`config.mk`:
```
export PLATFORM = sky130hd
export DESIGN_NAME = s84_fault_campaign_flat
export DESIGN_NICKNAME = d
export VERILOG_FILES = /design/src/rtl/s84_pkg.sv /design/src/rtl/s84_fault_campaign_if.sv /design/src/rtl/s84_fault_iter.sv /design/src/rtl/s84_fault_campaign.sv /design/src/flat_wrapper.sv
export SDC_FILE = /design/constraint.sdc
export NUM_CORES = 1
export LEC_CHECK = 0
export ABC_AREA = 0
export ABC_CLOCK_PERIOD_IN_PS = 5500
export CORE_ASPECT_RATIO = 0.8
export CORE_MARGIN = 3
export CORE_UTILIZATION = 62
export CTS_CLUSTER_SIZE = 24
export DETAILED_ROUTE_END_ITERATION = 16
export DONT_BUFFER_PORTS = 1
export PLACE_DENSITY = 0.87
export REMOVE_ABC_BUFFERS = 1
export SLEW_MARGIN = 40
export SYNTH_ARGS = -nofsm -noshare
export SYNTH_HDL_FRONTEND = slang
export SYNTH_SLANG_ARGS = --single-unit
```
`constraint.sdc`:
```
create_clock -name clk -period 5.5 [get_ports clk]
set_clock_uncertainty 0.05 [all_clocks]
set_input_delay 1.1 -clock clk [delete_from_list [all_inputs] [get_ports clk]]
set_output_delay 1.1 -clock clk [all_outputs]
set_load 0.02 [all_outputs]
```
`src/rtl/s84_pkg.sv`:
```
// Shared definitions for the s84 fault-campaign controller: FSM state
// encoding, fault-type encodings, fault-space constants and the mapping
// from (location, fault type) to a detect_mask bit.
package s84_pkg;

  typedef enum logic [3:0] {
    ST_IDLE,
    ST_DRV_G,
    ST_WAIT_G,
    ST_SMP_G,
    ST_DRV_F,
    ST_WAIT_F,
    ST_SMP_F,
    ST_ADV,
    ST_FIN
  } s84_camp_state_t;

  localparam int unsigned NUM_FAULT_TYPES = 3;
  localparam int unsigned NUM_FAULTS      = 24;

  // f_type encodings understood by s84
  localparam logic [1:0] FT_NONE = 2'd0;
  localparam logic [1:0] FT_SA0  = 2'd1;
  localparam logic [1:0] FT_SA1  = 2'd2;
  localparam logic [1:0] FT_FLIP = 2'd3;

  // detect_mask bit for a fault: loc*3 + (type-1)
  function automatic logic [4:0] fault_idx(input logic [2:0] loc, input logic [1:0] ftype);
    return ({2'b00, loc} * 5'd3) + {3'b000, ftype} - 5'd1;
  endfunction

endpackage

```
`src/rtl/s84_fault_campaign_if.sv`:
```
// Bus between the campaign controller and the s84 datapath. The controller
// (master) drives the operand/fault-select vector and reads Y/Z back; the
// datapath (slave) does the opposite.
interface s84_fault_campaign_if;
  logic [7:0] dut_a;
  logic [3:0] dut_b;
  logic       dut_op;
  logic [2:0] dut_floc;
  logic [1:0] dut_ftype;
  logic [7:0] dut_y;
  logic [3:0] dut_z;

  modport master (
    output dut_a, dut_b, dut_op, dut_floc, dut_ftype,
    input  dut_y, dut_z
  );

  modport slave (
    input  dut_a, dut_b, dut_op, dut_floc, dut_ftype,
    output dut_y, dut_z
  );
endinterface

```
`src/rtl/s84_fault_iter.sv`:
```
// Nested b/type/loc counter for the fault campaign. b runs 0..15 innermost,
// fault type 1..3 next, location 0..NUM_LOC-1 outermost. skip abandons the
// remaining b values of the current fault. last flags the final fault.
module s84_fault_iter
  import s84_pkg::*;
#(
  parameter int unsigned NUM_LOC = 8
) (
  input  logic       clk,
  input  logic       rst_n,
  input  logic       clear,
  input  logic       advance,
  input  logic       skip,
  output logic [3:0] b,
  output logic [1:0] ftype,
  output logic [2:0] loc,
  output logic       last
);

  logic [3:0] b_q,    b_d;
  logic [1:0] type_q, type_d;
  logic [2:0] loc_q,  loc_d;

  // Next-count logic: clear restarts the sweep, advance steps it
  always_comb begin
    // NOTE: every _d starts from its _q so no branch can infer a latch.
    b_d    = b_q;
    type_d = type_q;
    loc_d  = loc_q;
    if (clear) begin
      b_d    = 4'd0;
      type_d = FT_SA0;
      loc_d  = 3'd0;
    end else if (advance) begin
      if (skip || (b_q == 4'hF)) begin
        b_d = 4'd0;
        if (type_q == 2'(NUM_FAULT_TYPES)) begin
          type_d = FT_SA0;
          loc_d  = loc_q + 3'd1;
        end else begin
          type_d = type_q + 2'd1;
        end
      end else begin
        b_d = b_q + 4'd1;
      end
    end
  end

  // Counter registers
  always_ff @(posedge clk or negedge rst_n) begin
    if (!rst_n) begin
      b_q    <= 4'd0;
      type_q <= 2'd0;
      loc_q  <= 3'd0;
    end else begin
      // NOTE: sequential state uses non-blocking assignment so every flop
      // samples pre-edge values regardless of statement order.
      b_q    <= b_d;
      type_q <= type_d;
      loc_q  <= loc_d;
    end
  end

  assign b     = b_q;
  assign ftype = type_q;
  assign loc   = loc_q;
  assign last  = (loc_q == 3'(NUM_LOC - 1)) && (type_q == 2'(NUM_FAULT_TYPES));

endmodule

```
`src/rtl/s84_fault_campaign.sv`:
```
// Fault-campaign controller for the s84 datapath. For each fault it sweeps
// B over 0..15, captures the fault-free Y/Z, re-applies the vector with the
// fault enabled and flags the fault as detected on any difference.
// Optional feature macro: S84_CAMPAIGN_EARLY_EXIT_EN -- when defined, the
// rest of a fault's B sweep is skipped once that fault has been detected.
module s84_fault_campaign
  import s84_pkg::*;
#(
  parameter int unsigned SETTLE  = 1,
  parameter int unsigned NUM_LOC = 8
) (
  input  logic                  clk,
  input  logic                  rst_n,
  input  logic                  start,
  input  logic [7:0]            a_val,
  input  logic                  op_sel,
  s84_fault_campaign_if.master  bus,
  output logic                  busy,
  output logic                  done,
  output logic                  err,
  output logic [NUM_FAULTS-1:0] detect_mask,
  output logic [4:0]            detect_count
);

  localparam logic [3:0] WAIT_INIT = 4'(SETTLE - 1);

  s84_camp_state_t       state_q, state_d;
  logic [7:0]            a_q, a_d;
  logic                  op_q, op_d;
  logic [7:0]            gold_y_q, gold_y_d;
  logic [3:0]            gold_z_q, gold_z_d;
  logic [3:0]            wait_q, wait_d;
  logic                  busy_q, busy_d;
  logic                  done_q, done_d;
  logic                  err_q, err_d;
  logic [NUM_FAULTS-1:0] mask_q, mask_d;
  logic [4:0]            count_q, count_d;
  logic [7:0]            dut_a_q, dut_a_d;
  logic [3:0]            dut_b_q, dut_b_d;
  logic                  dut_op_q, dut_op_d;
  logic [2:0]            dut_floc_q, dut_floc_d;
  logic [1:0]            dut_ftype_q, dut_ftype_d;
`ifdef S84_CAMPAIGN_EARLY_EXIT_EN
  logic                  hit_q, hit_d;
`endif

  logic       it_clear, it_adv, it_skip, it_last;
  logic [3:0] it_b;
  logic [1:0] it_type;
  logic [2:0] it_loc;
  logic       mismatch;
  logic       fin;
  logic [4:0] idx;

  s84_fault_iter #(.NUM_LOC(NUM_LOC)) u_iter (
    .clk     (clk),
    .rst_n   (rst_n),
    .clear   (it_clear),
    .advance (it_adv),
    .skip    (it_skip),
    .b       (it_b),
    .ftype   (it_type),
    .loc     (it_loc),
    .last    (it_last)
  );

  // Campaign FSM next-state and registered-output logic
  always_comb begin
    state_d     = state_q;
    a_d         = a_q;
    op_d        = op_q;
    gold_y_d    = gold_y_q;
    gold_z_d    = gold_z_q;
    wait_d      = wait_q;
    busy_d      = busy_q;
    done_d      = 1'b0;
    err_d       = err_q;
    mask_d      = mask_q;
    count_d     = count_q;
    dut_a_d     = dut_a_q;
    dut_b_d     = dut_b_q;
    dut_op_d    = dut_op_q;
    dut_floc_d  = dut_floc_q;
    dut_ftype_d = dut_ftype_q;
`ifdef S84_CAMPAIGN_EARLY_EXIT_EN
    hit_d       = hit_q;
`endif
    it_clear    = 1'b0;
    it_adv      = 1'b0;
    it_skip     = 1'b0;
    fin         = 1'b0;
    idx         = fault_idx(it_loc, it_type);
    mismatch    = (bus.dut_y != gold_y_q) || (bus.dut_z != gold_z_q);

    case (state_q)
      ST_IDLE: begin
        if (start) begin
          mask_d  = '0;
          count_d = 5'd0;
          err_d   = 1'b0;
          if (a_val == 8'd0) begin
            // A=0 would make s84 divide by zero: abort without driving
            err_d   = 1'b1;
            done_d  = 1'b1;
            state_d = ST_FIN;
          end else begin
            a_d      = a_val;
            op_d     = op_sel;
            busy_d   = 1'b1;
            it_clear = 1'b1;
            state_d  = ST_DRV_G;
          end
        end
      end
      ST_DRV_G: begin
        dut_a_d     = a_q;
        dut_b_d     = it_b;
        dut_op_d    = op_q;
        dut_floc_d  = it_loc;
        dut_ftype_d = FT_NONE;
        wait_d      = WAIT_INIT;
        state_d     = (SETTLE > 1) ? ST_WAIT_G : ST_SMP_G;
      end
      ST_WAIT_G: begin
        wait_d = wait_q - 4'd1;
        if (wait_q <= 4'd1) state_d = ST_SMP_G;
      end
      ST_SMP_G: begin
        gold_y_d = bus.dut_y;
        gold_z_d = bus.dut_z;
        state_d  = ST_DRV_F;
      end
      ST_DRV_F: begin
        dut_ftype_d = it_type;
        wait_d      = WAIT_INIT;
        state_d     = (SETTLE > 1) ? ST_WAIT_F : ST_SMP_F;
      end
      ST_WAIT_F: begin
        wait_d = wait_q - 4'd1;
        if (wait_q <= 4'd1) state_d = ST_SMP_F;
      end
      ST_SMP_F: begin
`ifdef S84_CAMPAIGN_EARLY_EXIT_EN
        hit_d = mismatch;
`endif
        if (mismatch && !mask_q[idx]) begin
          mask_d[idx] = 1'b1;
          count_d     = count_q + 5'd1;
        end
        state_d = ST_ADV;
      end
      ST_ADV: begin
        it_adv = 1'b1;
`ifdef S84_CAMPAIGN_EARLY_EXIT_EN
        it_skip = hit_q;
        fin     = it_last && (hit_q || (it_b == 4'hF));
`else
        fin     = it_last && (it_b == 4'hF);
`endif
        if (fin) begin
          busy_d  = 1'b0;
          done_d  = 1'b1;
          state_d = ST_FIN;
        end else begin
          state_d = ST_DRV_G;
        end
      end
      ST_FIN: begin
        state_d = ST_IDLE;
      end
      default: begin
        state_d = ST_IDLE;
      end
    endcase
  end

  // Campaign registers; reset clears everything including an in-flight sweep
  always_ff @(posedge clk or negedge rst_n) begin
    if (!rst_n) begin
      state_q     <= ST_IDLE;
      a_q         <= 8'd0;
      op_q        <= 1'b0;
      gold_y_q    <= 8'd0;
      gold_z_q    <= 4'd0;
      wait_q      <= 4'd0;
      busy_q      <= 1'b0;
      done_q      <= 1'b0;
      err_q       <= 1'b0;
      mask_q      <= '0;
      count_q     <= 5'd0;
      dut_a_q     <= 8'd0;
      dut_b_q     <= 4'd0;
      dut_op_q    <= 1'b0;
      dut_floc_q  <= 3'd0;
      dut_ftype_q <= 2'd0;
`ifdef S84_CAMPAIGN_EARLY_EXIT_EN
      hit_q       <= 1'b0;
`endif
    end else begin
      state_q     <= state_d;
      a_q         <= a_d;
      op_q        <= op_d;
      gold_y_q    <= gold_y_d;
      gold_z_q    <= gold_z_d;
      wait_q      <= wait_d;
      busy_q      <= busy_d;
      done_q      <= done_d;
      err_q       <= err_d;
      mask_q      <= mask_d;
      count_q     <= count_d;
      dut_a_q     <= dut_a_d;
      dut_b_q     <= dut_b_d;
      dut_op_q    <= dut_op_d;
      dut_floc_q  <= dut_floc_d;
      dut_ftype_q <= dut_ftype_d;
`ifdef S84_CAMPAIGN_EARLY_EXIT_EN
      hit_q       <= hit_d;
`endif
    end
  end

  assign bus.dut_a     = dut_a_q;
  assign bus.dut_b     = dut_b_q;
  assign bus.dut_op    = dut_op_q;
  assign bus.dut_floc  = dut_floc_q;
  assign bus.dut_ftype = dut_ftype_q;
  assign busy          = busy_q;
  assign done          = done_q;
  assign err           = err_q;
  assign detect_mask   = mask_q;
  assign detect_count  = count_q;

endmodule

```
`src/flat_wrapper.sv`:
```
// flat-port wrapper written by rule: the top's interface ports become plain ports
module s84_fault_campaign_flat import s84_pkg::*;
#(
  parameter int unsigned SETTLE  = 1,
  parameter int unsigned NUM_LOC = 8
)
  (clk, rst_n, start, a_val, op_sel, busy, done, err, detect_mask, detect_count, bus_dut_a, bus_dut_b, bus_dut_op, bus_dut_floc, bus_dut_ftype, bus_dut_y, bus_dut_z);
  s84_fault_campaign_if bus_i ();
  input  logic clk;
  input  logic rst_n;
  input  logic start;
  input  logic [7:0] a_val;
  input  logic op_sel;
  output logic busy;
  output logic done;
  output logic err;
  output logic [NUM_FAULTS-1:0] detect_mask;
  output logic [4:0] detect_count;
  output wire logic [$bits(bus_i.dut_a)-1:0] bus_dut_a;
  output wire logic [$bits(bus_i.dut_b)-1:0] bus_dut_b;
  output wire logic [$bits(bus_i.dut_op)-1:0] bus_dut_op;
  output wire logic [$bits(bus_i.dut_floc)-1:0] bus_dut_floc;
  output wire logic [$bits(bus_i.dut_ftype)-1:0] bus_dut_ftype;
  input wire logic [$bits(bus_i.dut_y)-1:0] bus_dut_y;
  input wire logic [$bits(bus_i.dut_z)-1:0] bus_dut_z;
  assign bus_dut_a = bus_i.dut_a;
  assign bus_dut_b = bus_i.dut_b;
  assign bus_dut_op = bus_i.dut_op;
  assign bus_dut_floc = bus_i.dut_floc;
  assign bus_dut_ftype = bus_i.dut_ftype;
  assign bus_i.dut_y = bus_dut_y;
  assign bus_i.dut_z = bus_dut_z;
  s84_fault_campaign #(.SETTLE(SETTLE), .NUM_LOC(NUM_LOC)) u_core (.clk(clk), .rst_n(rst_n), .start(start), .a_val(a_val), .op_sel(op_sel), .bus(bus_i), .busy(busy), .done(done), .err(err), .detect_mask(detect_mask), .detect_count(detect_count));
endmodule
```
==> results of run 1 <==
-- report_power, final --
part	leakage, nW	total [mW]	switching, mW	internal, mW
combinational	0.833	1.75	0.955	0.797
sequential	1.13	1.36	0.443	0.917
clock	0.123	0.552	0.236	0.316
-- routing by layer --
metal / track usage, % / share of wire (%)
met3: 6.961 / 8.3
met4: 8.367 / 0.95
met2: 38.90 / 49
met5: 0 / 0
met1: 28.74 / 41
-- flip-flops by register name, indices dropped and copies added (netlist names), 2 cells and up --
name and cells:
u_core.a_q 8, u_core.bus.dut_a 8, u_core.bus.dut_b 4, u_core.bus.dut_floc 3, u_core.bus.dut_ftype 2, u_core.detect_count 5, u_core.detect_mask 24, u_core.gold_y_q 8
u_core.gold_z_q 4, u_core.state_q 4, u_core.u_iter.b 4, u_core.u_iter.ftype 2, u_core.u_iter.loc 3, u_core.wait_q 4
-- kinds of logic after synthesis --
group	count (synthesis)	synth area share, %
buf+inv	38	4.137
compound gates	75	12.75
simple gates	96	10.40
fa+ha+maj	18	5.368
flops	88	49.20
xor+xnor	19	3.718
mux	51	14.43
-- worst max-delay path by stage --
stage                    startpoint                     end  slack (ps)  cells after the start
4_1_cts        u_core.u_iter.loc[1]  u_core.detect_count[0]        1560                     10
6_report       u_core.u_iter.loc[1]  u_core.detect_count[0]        1530                     10
2_1_floorplan  u_core.u_iter.loc[1]  u_core.detect_count[0]        2070                     10
3_5_place_dp   u_core.u_iter.loc[1]  u_core.detect_count[0]        1600                     10
3_3_place_gp   u_core.u_iter.loc[1]  u_core.detect_count[0]        1840                     10
5_1_grt        u_core.u_iter.loc[1]  u_core.detect_count[0]        1310                     10
-- cells in the final DEF, fill, tap and decap left out, types with 15 or more instances in the layout --
| master | synthesis | layout |
|---|---|---|
| sky130_fd_sc_hd__ha_1 | 16 | 16 |
| sky130_fd_sc_hd__nand2_1 | 26 | 26 |
| sky130_fd_sc_hd__a32o_1 | 24 | 24 |
| sky130_fd_sc_hd__a21oi_1 | 15 | 15 |
| sky130_fd_sc_hd__mux2_2 | 39 | 39 |
| sky130_fd_sc_hd__dfrtp_1 | 88 | 88 |
| sky130_fd_sc_hd__inv_1 | 17 | 17 |
| sky130_fd_sc_hd__xnor2_1 | 18 | 18 |
| sky130_fd_sc_hd__nor2_1 | 22 | 22 |
-- layout make-up --
type / count / share of cell area [%]
inverter: 17 / 1.344
tap: 87 / 2.292
clock inverter: 6 / 2.424
timing repair buffer: 3 / 0.4743
sequential: 88 / 46.38
clock buffer: 10 / 2.899
multi-input combinational: 259 / 44.19
-- stage by stage --
stage	setup slack, ps	std cells	total power [mW]
after CTS	1557	470	3.662
final	1530	470	3.664
after floorplan	2068	364	2.660
after global placement	1835	454	2.971
after global routing	1305	470	3.919
after detailed placement	1599	454	3.094
-- worst register-to-register path, stage by stage (launching register included) --
cell,delay [ps]
sky130_fd_sc_hd__dfrtp_1,510
sky130_fd_sc_hd__inv_1,110
sky130_fd_sc_hd__ha_1,210
sky130_fd_sc_hd__inv_1,100
sky130_fd_sc_hd__fa_1,470
sky130_fd_sc_hd__fa_1,850
sky130_fd_sc_hd__mux4_1,370
sky130_fd_sc_hd__mux2_2,290
sky130_fd_sc_hd__a211oi_2,270
sky130_fd_sc_hd__and2_4,410
sky130_fd_sc_hd__mux2i_1,250
==> metrics, run 1 <==
Crit Reg-Reg Startpoint=u_core.u_iter.loc[1]; Primary FF master, synth=sky130_fd_sc_hd__dfrtp_1; antenna violations before repair=0; vertical die dimension=81.99 um; effective utilization at floorplan=64.31%; type of element launching the critical path=flop; Netlist Area Pre-Place=4476 um^2; power density of the placed cells=771.7 nW/um^2; # rows=27; H-tree level count=3; register-to-register setup slack=1530 ps; multi-input combinational cell area=2098 um^2; Reg-to-Reg End=u_core.detect_count[0]; reported leakage power=2.084 nW; share of the clock period used by the worst path=72.18%; final routed wire length divided by cell count=19.36 um; Sequential Area=2202 um^2; class of the worst hold path=primary input to asynchronous set/reset pin; number of flops mapped to enable cells by yosys=0; total of fill cells in the finished design=470; post-synthesis sequential area ratio=49.20%; number of setup buffers added after CTS=0; number of nets still failing antenna checks after routing=0; Cell Area, Placed=4491 um^2; Hold Worst Slack=371.3 ps; Core Box Area=6959 um^2; Clock Sinks=88; count of warnings emitted by yosys=0; global placement routability congestion=0.8103; Detailed Route WL=9100 um; required time of the worst setup path=5720 ps; final antenna diode count=0; Hold-fix buffers, CTS=0; via density per instance=6.496; achievable clock frequency=251.9 MHz; max-cap violations=0; category of cells accounting for the largest share of critical-path delay=adder cells; gate count after technology mapping=385; Worst Reg-to-Reg Cells=10; width of the chip=101.0 um; fraction of registers with async set/reset=100.0%; transition at the pin with the smallest max-transition slack=769.5 ps; maximum vdd ir drop=403.0 uV; buffers and inverters on the worst path=2; deepest clock path buffer count=2; Final Hold Viols=0; proportion of netlist area held by the largest area contributor=49.20%; class of the most critical setup path=flop to flop; series of cell instances along the critical path=inv_1, ha_1, inv_1, fa_1, fa_1, mux4_1, mux2_2, a211oi_2, and2_4, mux2i_1; Worst-path clk slew=90 ps; fin util=68.23%; IO Port Bufs=0; worst relative slew slack=48.70%; pin count of the biggest net entering global routing=89; cell type with the largest total area after synthesis=sky130_fd_sc_hd__dfrtp_1; Die Area=8280 um^2; number of I/O pins=74; setup tns final=0 ps; 1st-iter DRT viols=176; leading post-synthesis cells by instance count=88 x sky130_fd_sc_hd__dfrtp_1, 39 x sky130_fd_sc_hd__mux2_2, 26 x sky130_fd_sc_hd__nand2_1, 24 x sky130_fd_sc_hd__a32o_1, 22 x sky130_fd_sc_hd__nor2_1; number of distinct library cells after synthesis=55; Area growth syn-to-layout=6.094%; most common cell in the synthesized netlist=sky130_fd_sc_hd__dfrtp_1; leading post-synthesis cells by cell area=sky130_fd_sc_hd__dfrtp_1 49%, sky130_fd_sc_hd__mux2_2 9.8%, sky130_fd_sc_hd__a32o_1 5.4%; layout cell share with drive strength beyond 1=17.23%; vias in the first global route=3,005; cts repair resizes=0; cell area after layout=4748 um^2; arrival time at the worst endpoint=4190 ps; total CTS buffers=9; maximum net fanout on the critical path=29; net total in the final layout=420; CTS Root Buffer Type=sky130_fd_sc_hd__clkbuf_8; total gr overflow=0; unrepaired setup endpoints after global routing=no; via count=3,053; flip-flop and latch count after synthesis=88; global-route wire length before repair=14,900 um; global-route usage over all layers=23.19%; number of setup violations in the final report=0; final period demand of the worst path=3970 ps; run status=complete, no violations; final number of max-transition violations=0; hpwl dp=6198 um; drt drc=0; cell at the slowest stage of the critical path=sky130_fd_sc_hd__fa_1; clk_lat worst skew=360 ps; Slowest Stage Delay on Critical Path=850 ps; Pre-antenna DRT Iters=5; average cell area after synthesis=11.62 um^2; CTS tree=done; Worst setup EP type=flop
Note: power is estimated with default switching activity, not from simulation.
==> run 2, diff against run 1 <==
ABC_CLOCK_PERIOD_IN_PS = 3400   (was 5500)
CORE_UTILIZATION = 57   (was 62)
PLACE_DENSITY = 0.84   (was 0.87)
clock period = 3.4 ns   (was 5.5 ns; I/O delays follow)
==> metrics, run 2 (same netlist as run 1, synthesis figures left out) <==
drt drc=0; Worst-path clk slew=90 ps; Area growth syn-to-layout=11.91%; final period demand of the worst path=3335 ps; highest-count cells in the layout ignoring fill and taps=88 x sky130_fd_sc_hd__dfrtp_1, 38 x sky130_fd_sc_hd__mux2_2, 26 x sky130_fd_sc_hd__nand2_1; Clock Sinks=88; CTS tree=done; antenna violations before repair=0; total gr overflow=0; number of setup violations in the final report=0; net total in the final layout=437; global-route wire length before repair=15,740 um; number of I/O pins=74; type of element launching the critical path=flop; global-route usage over all layers=22.09%; effective utilization at floorplan=59.70%; IO Port Bufs=0; maximum net fanout on the critical path=7; global placement routability congestion=0.8604; layout cell share with drive strength beyond 1=23.00%; Detailed Route WL=9587 um; final number of max-transition violations=0; vias in the first global route=3,168; clk_lat worst skew=360 ps; run status=complete, no violations; total CTS buffers=9; deepest clock path buffer count=2; cell at the slowest stage of the critical path=sky130_fd_sc_hd__fa_2; Sequential Area=2202 um^2; class of the worst hold path=primary input to asynchronous set/reset pin; number of nets still failing antenna checks after routing=0; category of cells accounting for the largest share of critical-path delay=adder cells; via density per instance=6.174; hpwl dp=6482 um; Worst Reg-to-Reg Cells=11; unrepaired setup endpoints after global routing=yes; required time of the worst setup path=3630 ps; Core Box Area=7497 um^2; Worst setup EP type=flop; achievable clock frequency=299.9 MHz; vertical die dimension=85.26 um; final antenna diode count=0; H-tree level count=3; worst relative slew slack=51.35%; arrival time at the worst endpoint=3560 ps; Slowest Stage Delay on Critical Path=660 ps; max-cap violations=0; total of fill cells in the finished design=545; commonest non-fill, non-tap cell in the layout=sky130_fd_sc_hd__dfrtp_1; share of the clock period used by the worst path=98.09%; Largest register FFs=24; via count=3,118; # rows=28; fin util=66.81%; class of the most critical setup path=flop to flop; Final Hold Viols=0; cell occurring most often along the worst timing path=sky130_fd_sc_hd__buf_4; 1st-iter DRT viols=165; width of the chip=105.1 um; series of cell instances along the critical path=buf_4, buf_4, fa_2, fa_2, buf_4, mux4_2, mux2i_4, a2bb2oi_4, and2_4, buf_12, mux2i_1; multi-input combinational cell area=2142 um^2; buffers and inverters on the worst path=4; pin count of the biggest net entering global routing=89; CTS Root Buffer Type=sky130_fd_sc_hd__clkbuf_8; critical path depth in cells=11; final routed wire length divided by cell count=18.98 um; Die Area=8958 um^2; transition at the pin with the smallest max-transition slack=727.0 ps; Pre-antenna DRT Iters=5
[run 2: per-layer routing]
layer	vias to the layer above	track usage, %	wire length, um
met4	0	8.939	204
met1	1570	27.74	4055
met3	25	6.996	603
met5	-	0	0
li1	1432	-	-
met2	91	35.88	4723
[run 2: worst register-to-register path: stages (launching register included)]
cell                        delay [ps]
sky130_fd_sc_hd__dfrtp_1           400
sky130_fd_sc_hd__buf_4             130
sky130_fd_sc_hd__buf_4             160
sky130_fd_sc_hd__fa_2              450
sky130_fd_sc_hd__fa_2              660
sky130_fd_sc_hd__buf_4             160
sky130_fd_sc_hd__mux4_2            340
sky130_fd_sc_hd__mux2i_4           200
sky130_fd_sc_hd__a2bb2oi_4         180
sky130_fd_sc_hd__and2_4            210
sky130_fd_sc_hd__buf_12            130
sky130_fd_sc_hd__mux2i_1           190
[run 2: final timing paths]
kind,slack (ps),from,end
worst max-delay path,70,u_core.u_iter.loc[1],u_core.detect_count[3]
min in group clk,410,bus_dut_y[2],u_core.gold_y_q[2]
worst min register to register,450,u_core.a_q[2],u_core.bus.dut_a[2]
max in group asynchronous,2800,rst_n,u_core.state_q[1]
worst min-delay path,160,rst_n,u_core.detect_mask[16]
worst max register to register,70,u_core.u_iter.loc[1],u_core.detect_count[3]
[run 2: final cells by class]
cell class | count | area share [%]
multi-input combinational | 259 | 42.77
sequential | 88 | 43.97
timing repair buffer | 20 | 4.322
inverter | 17 | 1.324
clock buffer | 10 | 2.748
clock inverter | 6 | 2.248
tap | 105 | 2.623
[run 2: timing repair]
action                                 CTS  global route
pin swaps                                1             5
gates resized for setup                  3            14
setup endpoints to repair               29            29
endpoints found under the hold margin   88             0
buffers inserted                         1             4
hold buffers                             1             0
cloned                                   0             1
[run 2: per-stage QoR]
step | instance area, um^2 | setup slack (ps) | TNS, ps | hold slack (ps) | std cells
after global placement | 4608 | 43.79 | 0 | 336.7 | 482
after detailed placement | 4608 | -127.2 | -2012 | 336.4 | 482
after floorplan | 4354 | -31.69 | -484.7 | 334.4 | 364
after CTS | 4900 | 15.71 | 0 | 177.7 | 500
after global routing | 5009 | -39.07 | -127.3 | 180.4 | 505
final | 5009 | 65.09 | 0 | 163.7 | 505
Power of run 2 is left out: the tool's default activity adds up to more than one toggle a clock period on the data nets, which glitch-free logic cannot reach.
==> run 3, diff against run 2 <==
RECOVER_POWER = 100   (was not set)
==> metrics, run 3 (same netlist as run 1, synthesis figures left out) <==
global placement routability congestion=0.8604; Max Used Layer=met4; IO Port Bufs=0; drt drc=0; met3 WL=561 um; worst slack, placed=-127.2 ps; transition at the pin with the smallest max-transition slack=2160 ps; antenna violations before repair=0; Worst-path clk slew=90 ps; effective utilization at floorplan=59.70%; total gr overflow=0; Largest register FFs=24; clk_lat worst skew=360 ps; Worst setup EP type=flop; deepest clock path buffer count=2; global-route usage over all layers=22.09%; achievable clock frequency=299.9 MHz; series of cell instances along the critical path=buf_4, buf_4, fa_2, fa_2, buf_6, mux4_2, mux2_4, a2bb2oi_4, and2_4, buf_12, mux2i_1; pin count of the biggest net entering global routing=89; share of the clock period used by the worst path=98.07%; arrival time at the worst endpoint=3570 ps; Core Box Area=7497 um^2; number of I/O pins=74; commonest non-fill, non-tap cell in the layout=sky130_fd_sc_hd__dfrtp_1; maximum net fanout on the critical path=7; layout cell share with drive strength beyond 1=22.00%; max-cap violations=1; CTS Root Buffer Type=sky130_fd_sc_hd__clkbuf_8; total CTS buffers=9; final antenna diode count=0; multi-input combinational cell area=2141 um^2; H-tree level count=3; net total in the final layout=437; hpwl dp=6482 um; global-route wire length before repair=15,740 um; cell at the slowest stage of the critical path=sky130_fd_sc_hd__fa_2; Clock Sinks=88; vertical die dimension=85.26 um; number of setup violations in the final report=0; Area growth syn-to-layout=11.21%; required time of the worst setup path=3630 ps; Die Area=8958 um^2; unrepaired setup endpoints after global routing=yes; Final Hold Viols=0; highest-count cells in the layout ignoring fill and taps=88 x sky130_fd_sc_hd__dfrtp_1, 37 x sky130_fd_sc_hd__mux2_2, 26 x sky130_fd_sc_hd__nand2_1; width of the chip=105.1 um; 1st-iter DRT viols=161; violated checks=capacitance limit, slew limit; Pre-antenna DRT Iters=4; number of nets still failing antenna checks after routing=0; Met1 Routed Length=4068 um; setup slack after layout=65.63 ps; total of fill cells in the finished design=553; vias in the first global route=3,168; worst relative slew slack=-43.99%; final number of max-transition violations=89; final period demand of the worst path=3334 ps; class of the worst hold path=primary input to flop; type of element launching the critical path=flop; Sequential Area=2202 um^2; via count=3,104; run status=finished, violations left; # rows=28; via density per instance=6.147; CTS tree=done; buffers and inverters on the worst path=4; WL met2=4768 um; category of cells accounting for the largest share of critical-path delay=adder cells; class of the most critical setup path=flop to flop; Detailed Route WL=9595 um; Slowest Stage Delay on Critical Path=660 ps; final routed wire length divided by cell count=19.00 um
run 3: changes by cell type in the layout (fill, tap and decap cells not counted), sizes merged:
cell	delta
clkbuf	+3
buf	-3
run 3: layer usage:
layer,track usage (%),up-vias
met1,27.74,1571
li1,-,1431
met2,35.88,80
met5,0,-
met3,6.996,22
met4,8.939,0
run 3: metrics by stage:
step | setup TNS, ps | cell area (um^2) | hold WS [ps] | util, % | cells
after global routing | -127.3 | 4977 | 391.4 | 66.39 | 505
after floorplan | -484.7 | 4354 | 334.4 | - | 364
after global placement | 0 | 4608 | 336.7 | 61.47 | 482
final | 0 | 4977 | 411.2 | 66.39 | 505
after CTS | 0 | 4900 | 177.7 | 65.35 | 500
after detailed placement | -2012 | 4608 | 336.4 | 61.47 | 482
run 3: final timing paths:
path / slack [ps] / startpoint / cells after the start / end
max: 70 / u_core.u_iter.loc[1] / 11 / u_core.detect_count[3]
min reg2reg: 460 / u_core.a_q[2] / 1 / u_core.bus.dut_a[2]
max in group asynchronous: 1140 / rst_n / 1 / u_core.state_q[1]
min: 410 / bus_dut_y[2] / 1 / u_core.gold_y_q[2]
min in group asynchronous: 880 / rst_n / 1 / u_core.detect_mask[16]
max reg2reg: 70 / u_core.u_iter.loc[1] / 11 / u_core.detect_count[3]
run 3: layout make-up:
type	count	area share, %
flip-flops and latches	88	44.24
clock buffers	10	2.765
well taps	105	2.640
inverters	17	1.332
multi-input cells	259	43.01
repair buffers	20	3.746
clock inverters	6	2.262
run 3: repair_timing:
item | CTS | global route
pin swaps | 1 | 5
gates cloned | 0 | 1
hold buffers | 1 | 0
gates resized for setup | 3 | 14
buffers inserted | 1 | 4
endpoints found under the setup margin | 29 | 29
hold endpoints to repair | 88 | 0
Power of run 3 is left out for the same reason.
